## src/rtl/fetch_align_queue.sv

```systemverilog
// fetch_align_queue
//   Fetch/alignment queue between the instruction SRAM and decode. It issues
//   aligned FETCH_W-bit word reads and stores the returned data as halfwords
//   in a circular queue. Mixed 16/32-bit instructions are extracted from the
//   head, including 32-bit ones that straddle a word boundary. A redirect
//   drops every response still in flight and restarts fetch at flush_pc.
// Ports
//   clk, cpurst_n              clock, asynchronous active-low reset
//   flush, flush_pc            redirect request and target PC (bit0 ignored)
//   req_valid/req_adr/req_ready   SRAM word read request handshake
//   rsp_valid/rsp_data         in-order SRAM read data
//   instr_valid/instr/instr_pc/instr_rv16/instr_ready   decode handshake
module fetch_align_queue #(
  parameter int unsigned FETCH_W   = 64,
  parameter int unsigned DEPTH_HW  = 8,
  parameter int unsigned OUTST     = 2,
  parameter logic [31:0] BOOT_ADDR = 32'h0000_0000
) (
  input  logic                          clk,
  input  logic                          cpurst_n,
  input  logic                          flush,
  input  logic [31:0]                   flush_pc,
  output logic                          req_valid,
  output logic [31-$clog2(FETCH_W/8):0] req_adr,
  input  logic                          req_ready,
  input  logic                          rsp_valid,
  input  logic [FETCH_W-1:0]            rsp_data,
  output logic                          instr_valid,
  output logic [31:0]                   instr,
  output logic [31:0]                   instr_pc,
  output logic                          instr_rv16,
  input  logic                          instr_ready
);
  localparam int unsigned HPW  = FETCH_W / 16;
  localparam int unsigned WOFF = $clog2(FETCH_W / 8);
  localparam int unsigned OFFW = WOFF - 1;
  localparam int unsigned AW   = 32 - WOFF;
  localparam int unsigned PW   = $clog2(DEPTH_HW);
  localparam int unsigned CW   = PW + 1;
  localparam int unsigned OW   = 3;

  logic [15:0]   mem_q [DEPTH_HW];
  logic [PW-1:0] head_q, head_d, tail_q, tail_d;
  logic [CW-1:0] count_q, count_d;
  logic [OW-1:0] outst_q, outst_d, drop_q, drop_d;
  logic [31:0]   pc_q, pc_d;
  logic [AW-1:0] adr_q, adr_d;
  logic          skip_q, skip_d;
  logic          run_q;

  logic [15:0]   hd0, hd1;
  logic          is_rv16, pop, rsp_ok, rsp_take, accept, space_ok;
  logic [CW-1:0] need, npush;
  logic [OFFW-1:0] skip_off;
  logic [31:0]   resv;

  always_comb begin
    hd0         = mem_q[head_q];
    hd1         = mem_q[head_q + PW'(1)];
    is_rv16     = (hd0[1:0] != 2'b11);
    need        = is_rv16 ? CW'(1) : CW'(2);
    instr_valid = (count_q >= need);
    instr       = '0;
    if (instr_valid) instr = is_rv16 ? {16'h0000, hd0} : {hd1, hd0};
    instr_rv16  = instr_valid & is_rv16;
    instr_pc    = pc_q;
    pop         = instr_valid & instr_ready & ~flush;

    // A response with nothing outstanding is stale (e.g. issued before a
    // reset) and is ignored.
    rsp_ok   = rsp_valid & (outst_q != '0);
    rsp_take = rsp_ok & (drop_q == '0);
    // The first word after a redirect starts at the PC's halfword offset;
    // the queue is empty then, so pc_q still holds the redirect target.
    skip_off = skip_q ? pc_q[WOFF-1:1] : '0;
    npush    = rsp_take ? (CW'(HPW) - CW'(skip_off)) : '0;

    // Space for every outstanding word plus the new one is reserved at
    // request time, so a response can always be pushed.
    resv      = 32'(count_q) + 32'(outst_q) * 32'(HPW) + 32'(HPW);
    space_ok  = (resv <= 32'(DEPTH_HW));
    req_valid = run_q & ~flush & space_ok & (32'(outst_q) < 32'(OUTST));
    req_adr   = adr_q;
    accept    = req_valid & req_ready;
  end

  always_comb begin
    head_d  = head_q;
    tail_d  = tail_q;
    count_d = count_q;
    outst_d = outst_q;
    drop_d  = drop_q;
    pc_d    = pc_q;
    adr_d   = adr_q;
    skip_d  = skip_q;
    if (flush) begin
      head_d  = '0;
      tail_d  = '0;
      count_d = '0;
      // A response landing in the flush cycle retires its own request.
      outst_d = outst_q - OW'(rsp_ok);
      drop_d  = outst_q - OW'(rsp_ok);
      pc_d    = flush_pc & ~32'h1;
      adr_d   = flush_pc[31:WOFF];
      skip_d  = 1'b1;
    end else begin
      outst_d = outst_q + OW'(accept) - OW'(rsp_ok);
      if (rsp_ok && drop_q != '0) drop_d = drop_q - OW'(1);
      if (accept) adr_d = adr_q + AW'(1);
      if (rsp_take) begin
        tail_d = tail_q + PW'(npush);
        skip_d = 1'b0;
      end
      if (pop) begin
        head_d = head_q + PW'(need);
        pc_d   = pc_q + (is_rv16 ? 32'd2 : 32'd4);
      end
      count_d = count_q + npush - (pop ? need : CW'(0));
    end
  end

  always_ff @(posedge clk or negedge cpurst_n) begin
    if (!cpurst_n) begin
      head_q  <= '0;
      tail_q  <= '0;
      count_q <= '0;
      outst_q <= '0;
      drop_q  <= '0;
      pc_q    <= BOOT_ADDR & ~32'h1;
      adr_q   <= BOOT_ADDR[31:WOFF];
      skip_q  <= 1'b1;
      run_q   <= 1'b0;
    end else begin
      head_q  <= head_d;
      tail_q  <= tail_d;
      count_q <= count_d;
      outst_q <= outst_d;
      drop_q  <= drop_d;
      pc_q    <= pc_d;
      adr_q   <= adr_d;
      skip_q  <= skip_d;
      run_q   <= 1'b1;
    end
  end

  // Halfword storage holds no control state, so it needs no reset.
  always_ff @(posedge clk) begin
    if (rsp_take && !flush) begin
      for (int i = 0; i < int'(HPW); i++) begin
        if (OFFW'(i) >= skip_off)
          mem_q[tail_q + PW'(i) - PW'(skip_off)] <= rsp_data[16*i +: 16];
      end
    end
  end

endmodule

```

## config.mk

```make
export PLATFORM = sky130hd
export DESIGN_NAME = fetch_align_queue
export DESIGN_NICKNAME = d
export VERILOG_FILES = /design/src/rtl/fetch_align_queue.sv
export SDC_FILE = /design/constraint.sdc
export NUM_CORES = 1
export LEC_CHECK = 0
export ABC_AREA = 1
export BUFFER_PORTS_ARGS = -buffer_cell sky130_fd_sc_hd__buf_2
export CELL_PAD_IN_SITES_DETAIL_PLACEMENT = 0
export CELL_PAD_IN_SITES_GLOBAL_PLACEMENT = 2
export CORE_UTILIZATION = 36
export CTS_BUF_LIST = sky130_fd_sc_hd__clkbuf_2 sky130_fd_sc_hd__clkbuf_4 sky130_fd_sc_hd__clkbuf_8
export DETAILED_ROUTE_END_ITERATION = 12
export GPL_TIMING_DRIVEN = 1
export PLACE_DENSITY_LB_ADDON = 0.1
export SLEW_MARGIN = 20
export SYNTH_ARGS = -nofsm -noshare
export SYNTH_HDL_FRONTEND = slang
export SYNTH_SLANG_ARGS = --single-unit
```

## constraint.sdc

```tcl
create_clock -name clk -period 6.5 [get_ports clk]
set_input_delay 0.65 -clock clk [delete_from_list [all_inputs] [get_ports clk]]
set_output_delay 0.65 -clock clk [all_outputs]
set_load 0.005 [all_outputs]
```

Word level (Yosys, flattened, before mapping)

Memories as Yosys holds them, arrays and structs flattened.
Index checks and enable logic that the tools add are counted.

Output and inout port bits: 96
Memories: 1
Memory bits (writable): 128
Input port bits: 102
Logic and storage cells: 92
Register bits after elaboration: 79

Eq/ne operators: 1
Magnitude comparators: 7
Reductions and logical operators: 10
Mux-type cells: 33
Bitwise logic cells: 10
Add/subtract/negate cells: 21

Memories:

| memory | depth | bits a word | read ports | clocked after memory_dff | wr ports | line | text |
|---|---|---|---|---|---|---|---|
| mem_q  | 8     | 16          | 2          | 0                        | 4        | 42   | `logic [15:0] mem_q [DEPTH_HW];` |

Operators by type and width:

| cell                  | count |
|---|---|
| $mux 32               | 4 |
| $mux 29               | 2 |
| $add 32x3->32         | 1 |
| $add 29x1->29 const B | 1 |
| $mux 3                | 8 |
| $mux 1                | 14 |
| $sub 3x2->3           | 4 |
| $and 1x1->1           | 9 |
| $mux 4                | 2 |
| $reduce_bool 2->1     | 4 |
| $add 6x3->7 const B   | 1 |
| $le 7x4->1 const B    | 1 |
| $add 3x1->3 const B   | 2 |
| $add 3x2->3 const B   | 2 |
| $add 4x5->6           | 1 |
| $mux 2                | 3 |
| $reduce_bool 3->1     | 2 |
| $sub 3x1->3           | 2 |
| $add 4x4->4           | 1 |
| $ge 1x2->1 const A    | 2 |
| $ge 2x2->1 const A    | 2 |
| $ge 4x2->1            | 1 |
| $sub 3x2->4 const A   | 1 |
| $sub 4x2->4           | 1 |
| other kinds (10)      | 11 |

Longest topological paths before layout

Gate-level depths: netlist (run 1).

Depth in word-level cells: 9
Depth in mapped cells: 23
Depth with buffers taken out: 21

Least setup slack after synthesis (run 1)

OpenSTA, ideal clock, no wires.

Path kind: register to register
Start: register head_q[0]
End: register count_q[3]
Arrival time: 3759 ps
Path slack: 2610 ps
Cell stages (with the launch flop): 23
Setup time: 131 ps
Path buffers: 3
Period minus slack after synthesis: 3890 ps
Data required time: 6369 ps
Cells stage by stage: dfrtp_1 buf_4 inv_2 buf_4 nor2_1 o21ai_0 inv_1 o21ai_1 nand3_2 buf_4 ha_1 a21boi_1 nor3_4 nor2_2 nand2_2 nor2_1 fa_1 inv_1 ha_1 a21o_1 a21oi_1 xor2_1 nor2_1

Word-level cells in the longest chain between the ends: 9

RTL lines:

| element                   | line | text |
|---|---|---|
| start, declared           | 43   | `logic [PW-1:0] head_q, head_d, tail_q, tail_d;` |
| start signal, assigned    | 124  | `head_q <= '0;` |
| start signal, assigned    | 134  | `head_q <= head_d;` |
| $mem_v2 8x16 (*)          | n/a  |  |
| $ne 2x2->1 (*)            | 60   | `is_rv16 = (hd0[1:0] != 2'b11);` |
| $mux 2 (*)                | 61   | `need = is_rv16 ? CW'(1) : CW'(2);` |
| $ge 4x2->1                | 62   | `instr_valid = (count_q >= need);` |
| $and 1x1->1 (2 in series) | 67   | `pop = instr_valid & instr_ready & ~flush;` |
| $mux 2 (*)                | 118  | `count_d = count_q + npush - (pop ? need : CW'(0));` |
| $sub 4x2->4 (*)           | 118  |  |
| $mux 4 (*)                | 96   | `if (flush) begin` |
| net count_d[3]            | 44   | `logic [CW-1:0] count_q, count_d;` |
| end signal, assigned      | 136  | `count_q <= count_d;` |
| end, declared             | 44   |  |

Mark *: on every way through the listed nets, which the timed path passes. The rest lies on a longest branch.
A chain may end at the register's enable or synchronous reset.

Worst setup path in the final report (run 1)

Start: register head_q[2]
End: output port instr[16]

Word-level cells in the longest chain between the ends: 5
Elaborated cells on any way between the ends: 7
Those cells by class: add/sub (1); order compare (1); eq/ne (1); mux (3); memory (1)

RTL lines:

| element          | line | text |
|---|---|---|
| $mem_v2 8x16 (*) | n/a  |  |
| $ne 2x2->1       | 60   |  |
| $mux 2           | 61   |  |
| $ge 4x2->1       | 62   |  |
| $mux 32 (*)      | 64   | `if (instr_valid) instr = is_rv16 ? {16'h0000, hd0} : {hd1, hd0};` |
| end, declared    | 29   | `output logic [31:0] instr,` |

Every way passes the cells marked *; elsewhere a longest branch is shown, timed or not.

==> flow_summary.yaml, run 1 <==
outcome:
  status: "complete, no violations"
pwr:
  max-vdd-ir-drop_v: 0.000615
  p_leak_nw: 9.32
  powerDensity_mw_per_mm2: 348
cells_and_area:
  syn_to_final_growth_pct: 11.9
  stdcell_area_mm2: 0.0195
  drive_above_1_share_pct: 13.2
  final_util_pct: 40.8
  fillCellCount: 5126
  nNetsFinal: 2916
critical_path:
  crit_end: "instr[16]"
  worstPathMaxFanout: 30
  cp.required_ns: 5.85
  endpoint_kind: "output pin"
  startpoint: "head_q[2]$_DFFE_PN0N_"
  reg2reg_from: "head_q[2]$_DFFE_PN0N_"
  rr_endpoint: "count_q[3]$_DFF_PN0_"
  crit_path_start_kind: "flop"
  worstPathArrival_ns: 4.89
  critical_path_class: "flop to output pin"
  reg2regPathDepth: 17
  rrSetupSlack_ns: 1.17
logic_synthesis:
  netlist_top_cells_area: "edfxtp_1 (22%), nand2_1 (14%), nand3_1 (13%), dfrtp_1 (11%), nor2_1 (7.6%)"
  ys_types: 49
  avgSynthCellArea_um2: 6.55
  synth_area_leader_cell: "edfxtp_1"
  yosys_warnings: 0
  syn-cell-area_mm2: 0.0174
  synth-edff-count: 128
  synth_top_area_share_pct: 22.1
  yosys_most_used_dff: "edfxtp_1"
  synthArstFlopShare_pct: 37.9
  yosysSeqAreaShare_pct: 33.3
  syn_nets: 2798
  synth_cells: 2656
  ys_ff_latch: 206
cts:
  cts-root-buf: "clkbuf_8"
  cts_resized: 0
  path_clk_slew_ns: 0.05
  cts_tree: "done"
  clock_sink_count: 206
  insertion_delay_ns: 0.61
  cts_htree_levels: 2
  cts_buffer_depth: 3
  cts_buffers: 41
detailed_routing:
  post_drt_wl_per_cell_um: 23.5
  drc: 0
  vias_per_cell: 5.60
  first_pass_iters: 6
  drt_iter0_markers: 2188
  wl_um: 80300
  ant_nets: 0
  vias: 19200
grt:
  grt_pass1_wl_um: 118000
  antenna_found_initial: 8
  grt_overflow: 0
  grt_pass1_vias: 17100
  grt_max_degree: 70
  grt_usage_pct: 32.2
placement:
  dpl_cell_area_mm2: 0.0186
  portBuffers: 195
  place_congestion: 0.923
  dpl.hpwl_um: 57900
floorplan:
  die_y_um: 222
  die-area_mm2: 0.0492
  fp.dieW_um: 222
  fp.coreArea_mm2: 0.0477
  start_util_pct: 36.5
  io_pins: 198
  rows: 80
sta:
  max_freq_mhz: 180
  period_needed_ns: 5.54
  worst_pin_slew_ns: 1.12
  rsz0062_at_grt: "false"
  finalCritPeriodShare_pct: 85.2
  hold_viol_final: 0
  relSlewSlack_pct: 25.1
  fin_skew_ns: 0.0471
  setup_tns_ns: 0
  setup_viol: 0
  slew_violations: 0
min_path:
  min_path_type: "input pin to flop"
  holdPathStages: 3
job:
  cap_viol_max_count: 0
## placed cells by master, fill, tap and decap left out, types with 8 or more instances in the layout
cell type / instances
buf_4: 37
o221a_2: 14
xnor2_1: 13
o22ai_1: 15
clkbuf_4: 17
o221ai_1: 30
inv_1: 272
o211ai_1: 19
nand2_2: 19
ha_1: 32
clkbuf_8: 43
nor2_1: 353
nand2_1: 671
xor2_1: 28
a21oi_1: 88
inv_2: 13
o21ai_0: 163
nand3_1: 452
nor3_1: 32
edfxtp_1: 128
clkinv_1: 13
nand4_1: 14
fa_1: 8
dfrtp_1: 76
buf_2: 194
## cells by family after synthesis
logic type                 count (synthesis)  synth area share [%]
AOI/OAI and AO/OA                        345                  11.6
xor gates and xnor gates                  42                  2.16
adders and majority gates                 40                  3.22
buffers and inverters                    447                  10.8
DFF                                      206                  33.3
other                                      2                0.0431
and+or+nand+nor                         1574                  39.0
## Yosys cell counts (18+ instances only)
library cell    n
buf_2          80
o21ai_0       163
nor3_1         32
o211ai_1       19
buf_4          18
nand2_1       671
inv_1         273
edfxtp_1      128
a21oi_1        88
clkbuf_1       48
nand3_1       453
nor2_1        353
dfrtp_1        77
xor2_1         28
ha_1           32
nand2_2        19
o221ai_1       30
## area by class of cell
type | count | area, um^2 | area share, %
multi-input combinational | 2003 | 9740 | 50.0
inverter | 290 | 1090 | 5.59
timing repair buffer | 232 | 1260 | 6.46
clock buffer | 60 | 719 | 3.69
antenna | 5 | 12.5 | 0.0642
sequential | 206 | 5800 | 29.8
tap | 615 | 769 | 3.95
clock inverter | 14 | 93.8 | 0.482
## stage by stage
step | total power [mW] | hold WS [ns] | setup slack [ns] | cells
2_1_floorplan | 4.07 | 0.354 | 2.61 | 2656
3_3_place_gp | 5.37 | 0.461 | 1.51 | 3345
3_5_place_dp | 5.41 | 0.463 | 1.52 | 3345
4_1_cts | 6.77 | 0.281 | 1.20 | 3420
5_1_grt | 7.22 | 0.312 | 0.696 | 3422
6_report | 6.78 | 0.308 | 0.960 | 3425
## flip-flops by register name, indices dropped and copies added, names as in the netlist
register  cells
mem_q       128
instr_pc     31
req_adr      29
count_q       4
drop_q        3
head_q        3
outst_q       3
tail_q        3
run_q         1
skip_q        1
## metal layers
metal / vias up / part of all wire (%) / track usage, %
met3: 84 / 10 / 7.59
met4: 2 / 1.5 / 6.92
met2: 939 / 39 / 43.1
li1: 8987 / - / -
met1: 9179 / 49 / 51.1
met5: - / 0.011 / 0
## what timing repair did
action,in CTS,in global routing
hold buffers,1,0
hold endpoints to repair,18,0
buffers inserted,0,0
## worst min path at each step
stage / slack (ns) / to / startpoint
finish: 0.31 / req_adr[20]$_DFFE_PN0P_ / flush_pc[23]
global route: 0.31 / instr_pc[23]$_DFFE_PN0N_ / flush_pc[23]
CTS: 0.28 / req_adr[20]$_DFFE_PN0P_ / flush_pc[23]
detailed placement: 0.46 / skip_q$_DFFE_PN1P_ / skip_q$_DFFE_PN1P_
global placement: 0.46 / skip_q$_DFFE_PN1P_ / skip_q$_DFFE_PN1P_
floorplan: 0.35 / count_q[0]$_DFF_PN0_ / cpurst_n
## critical path: stages, from the launching register on
cell      delay [ns]
dfrtp_1         0.55
clkinv_1        0.96
o21ai_1         0.46
nand3_2         0.28
ha_1            0.37
a21boi_1        0.28
nand2b_1        0.82
nand3_1         0.28
nor2_1          0.17
buf_2           0.13
## report_power, final
group          total (mW)  switching, mW  internal [mW]
registers            1.86          0.250           1.61
clock network        1.35          0.601          0.750
logic                3.57           2.48           1.09
(Power assumes the default switching activity.)
==> inputs of run 2 (changes only) <==
--- a/config.mk
+++ b/config.mk
@@ -13,7 +13,7 @@
 export CTS_BUF_LIST = sky130_fd_sc_hd__clkbuf_2 sky130_fd_sc_hd__clkbuf_4 sky130_fd_sc_hd__clkbuf_8
 export DETAILED_ROUTE_END_ITERATION = 12
 export GPL_TIMING_DRIVEN = 1
-export PLACE_DENSITY_LB_ADDON = 0.1
+export PLACE_DENSITY = 0.9
 export SLEW_MARGIN = 20
 export SYNTH_ARGS = -nofsm -noshare
 export SYNTH_HDL_FRONTEND = slang
==> run 2 against run 1 <==
Compared with the run above: clock skew is 0.023 ns lower; register-to-register slack improved by 0.31 ns; non-clock buffer count is 7 higher; count of clock-buffer cells in the layout decreased by 13; critical path depth is 10 higher; final area rose by 0.15%; core utilization up 0.063 points; critical endpoint is now count_q[3]$_DFF_PN0_.
==> flow_summary.yaml, run 2 (synthesis gave the netlist of run 1 again) <==
sta:
  period_needed_ns: 5.02
  setup_ws_ns: 1.48
  rsz0062_at_grt: "false"
  slew_violations: 0
  fin_skew_ns: 0.0236
  whs_ns: 0.361
  hold_viol_final: 0
  relSlewSlack_pct: 24.4
  setup_viol: 0
  worst_pin_slew_ns: 1.13
  max_freq_mhz: 199
  finalCritPeriodShare_pct: 77.3
  setup_tns_ns: 0
detailed_routing:
  vias: 19400
  wl_um: 76600
  post_drt_wl_per_cell_um: 22.4
  vias_per_cell: 5.67
  first_pass_iters: 7
  drc: 0
  ant_nets: 0
  drt_iter0_markers: 2714
cells_and_area:
  final_common_cell: "nand2_1"
  drive_above_1_share_pct: 13.3
  fin_cells: 3421
  nNetsFinal: 2919
  stdcell_area_mm2: 0.0195
  fillCellCount: 5047
  mostFrequentLayoutCells: "nand2_1 (671), nand3_1 (452), nor2_1 (353)"
  largest_reg_flops: 128
  final_util_pct: 40.9
  syn_to_final_growth_pct: 12.1
  regMostFlops: "mem_q"
placement:
  pre_cts_slack_ns: 1.46
  place_congestion: 0.965
  dpl.hpwl_um: 54800
  dpl_cell_area_mm2: 0.0187
  placed_cells: 3351
  portBuffers: 195
grt:
  grt_pass1_wl_um: 113000
  top_usage_layer: "met1"
  grt_overflow: 0
  grt_max_degree: 116
  grt.met2_usage_pct: 43.2
  antenna_found_initial: 9
  grt_pass1_vias: 17300
  use_met3_pct: 5.59
  grt_use_met1_pct: 47.0
  grt_usage_pct: 30.5
pwr:
  max-vdd-ir-drop_v: 0.000314
  p_switching_mw: 3.35
  swShare_pct: 49.2
  p_int_mw: 3.46
  p_leak_nw: 9.34
  power_mw: 6.82
  powerDensity_mw_per_mm2: 349
  combPwrFrac_pct: 53.4
  p_clk_share_pct: 19.5
  seq_power_share_pct: 27.2
critical_path:
  cp.required_ns: 6.91
  critical_path_class: "flop to flop"
  worstPathArrival_ns: 5.43
  worstPathMaxFanout: 19
  rrSetupSlack_ns: 1.48
  endpoint_kind: "flop"
  crit_path_start_kind: "flop"
floorplan:
  die_y_um: 222
  fp.coreArea_mm2: 0.0477
  start_util_pct: 36.5
  fp.dieW_um: 222
  rows: 80
  io_pins: 198
  die-area_mm2: 0.0492
cts:
  cts_htree_levels: 2
  path_clk_slew_ns: 0.06
  cts_buffer_depth: 3
  cts_tree: "done"
  cts_buffers: 37
  insertion_delay_ns: 0.56
  clock_sink_count: 206
  cts-root-buf: "clkbuf_8"
min_path:
  min_path_type: "input pin to flop"
outcome:
  status: "complete, no violations"
job:
  cap_viol_max_count: 0
==> run 2: changes by cell type in the layout (fill, tap and decap cells not counted) <==
cell        previous run  this run
inv_1                272       273
buf_6                  0         1
clkinv_1              13         6
diode_2                5         4
buf_4                 37        42
clkbuf_8              43        38
clkinvlp_4             1         2
bufinv_16              1         4
clkinv_2               2         9
buf_12                 0         1
clkbuf_4              17         9
inv_6                  2         0
==> run 2: critical path, stage by stage (launching register included) <==
cell      delay (ns)
dfrtp_1         0.85
o21ai_0         0.17
o21ai_0         0.26
inv_1           0.09
o21ai_1         0.15
nand3_2         0.20
ha_1            0.33
inv_1           0.06
a21boi_1        0.09
nor3_4          0.75
nor2_2          0.15
nand2_2         0.26
nor2_1          0.11
fa_1            0.51
inv_1           0.07
ha_1            0.29
a21o_1          0.15
a21oi_1         0.16
xor2_1          0.15
nor2_1          0.05
==> run 2: layout make-up <==
class	instances	area, um^2	share of cell area (%)
clock inverters	17	186	0.955
well taps	615	769	3.94
inverters	290	1090	5.58
repair buffers	239	1330	6.80
flip-flops and latches	206	5800	29.7
diodes	4	10.0	0.0513
clock buffers	47	591	3.03
multi-input cells	2003	9740	49.9
==> run 2: what timing repair did <==
| action | 4_1_cts | 5_1_grt |
|---|---|---|
| hold buffers | 1 | 0 |
| buffers inserted | 0 | 0 |
| gates resized for setup | 0 | 0 |
| hold endpoints to repair | 3 | 0 |
==> run 2: worst paths after layout <==
path | cells after the start | to | startpoint
setup reg to reg | 19 | count_q[3]$_DFF_PN0_ | head_q[1]$_DFFE_PN0N_
setup / recovery | 19 | count_q[3]$_DFF_PN0_ | head_q[1]$_DFFE_PN0N_
min in group asynchronous | 2 | drop_q[1]$_DFFE_PN0P_ | cpurst_n
hold reg to reg | 2 | skip_q$_DFFE_PN1P_ | skip_q$_DFFE_PN1P_
max in group asynchronous | 3 | head_q[0]$_DFFE_PN0N_ | cpurst_n
hold / removal | 3 | instr_pc[23]$_DFFE_PN0N_ | flush_pc[23]
==> run 2: power by group through the flow <==
stage	combinational, mW	clock (mW)	sequential (mW)
detailed placement	3.58	0	1.87
finish	3.64	1.33	1.85
global route	3.96	1.40	1.88
CTS	3.59	1.35	1.84
global placement	3.53	0	1.86
floorplan	2.29	0	1.78
==> run 2: routing by layer <==
metal | vias up | wire length (um)
li1 | 8984 | -
met1 | 9153 | 35100
met2 | 1124 | 31100
met3 | 118 | 8650
met4 | 4 | 1670
met5 | - | 23
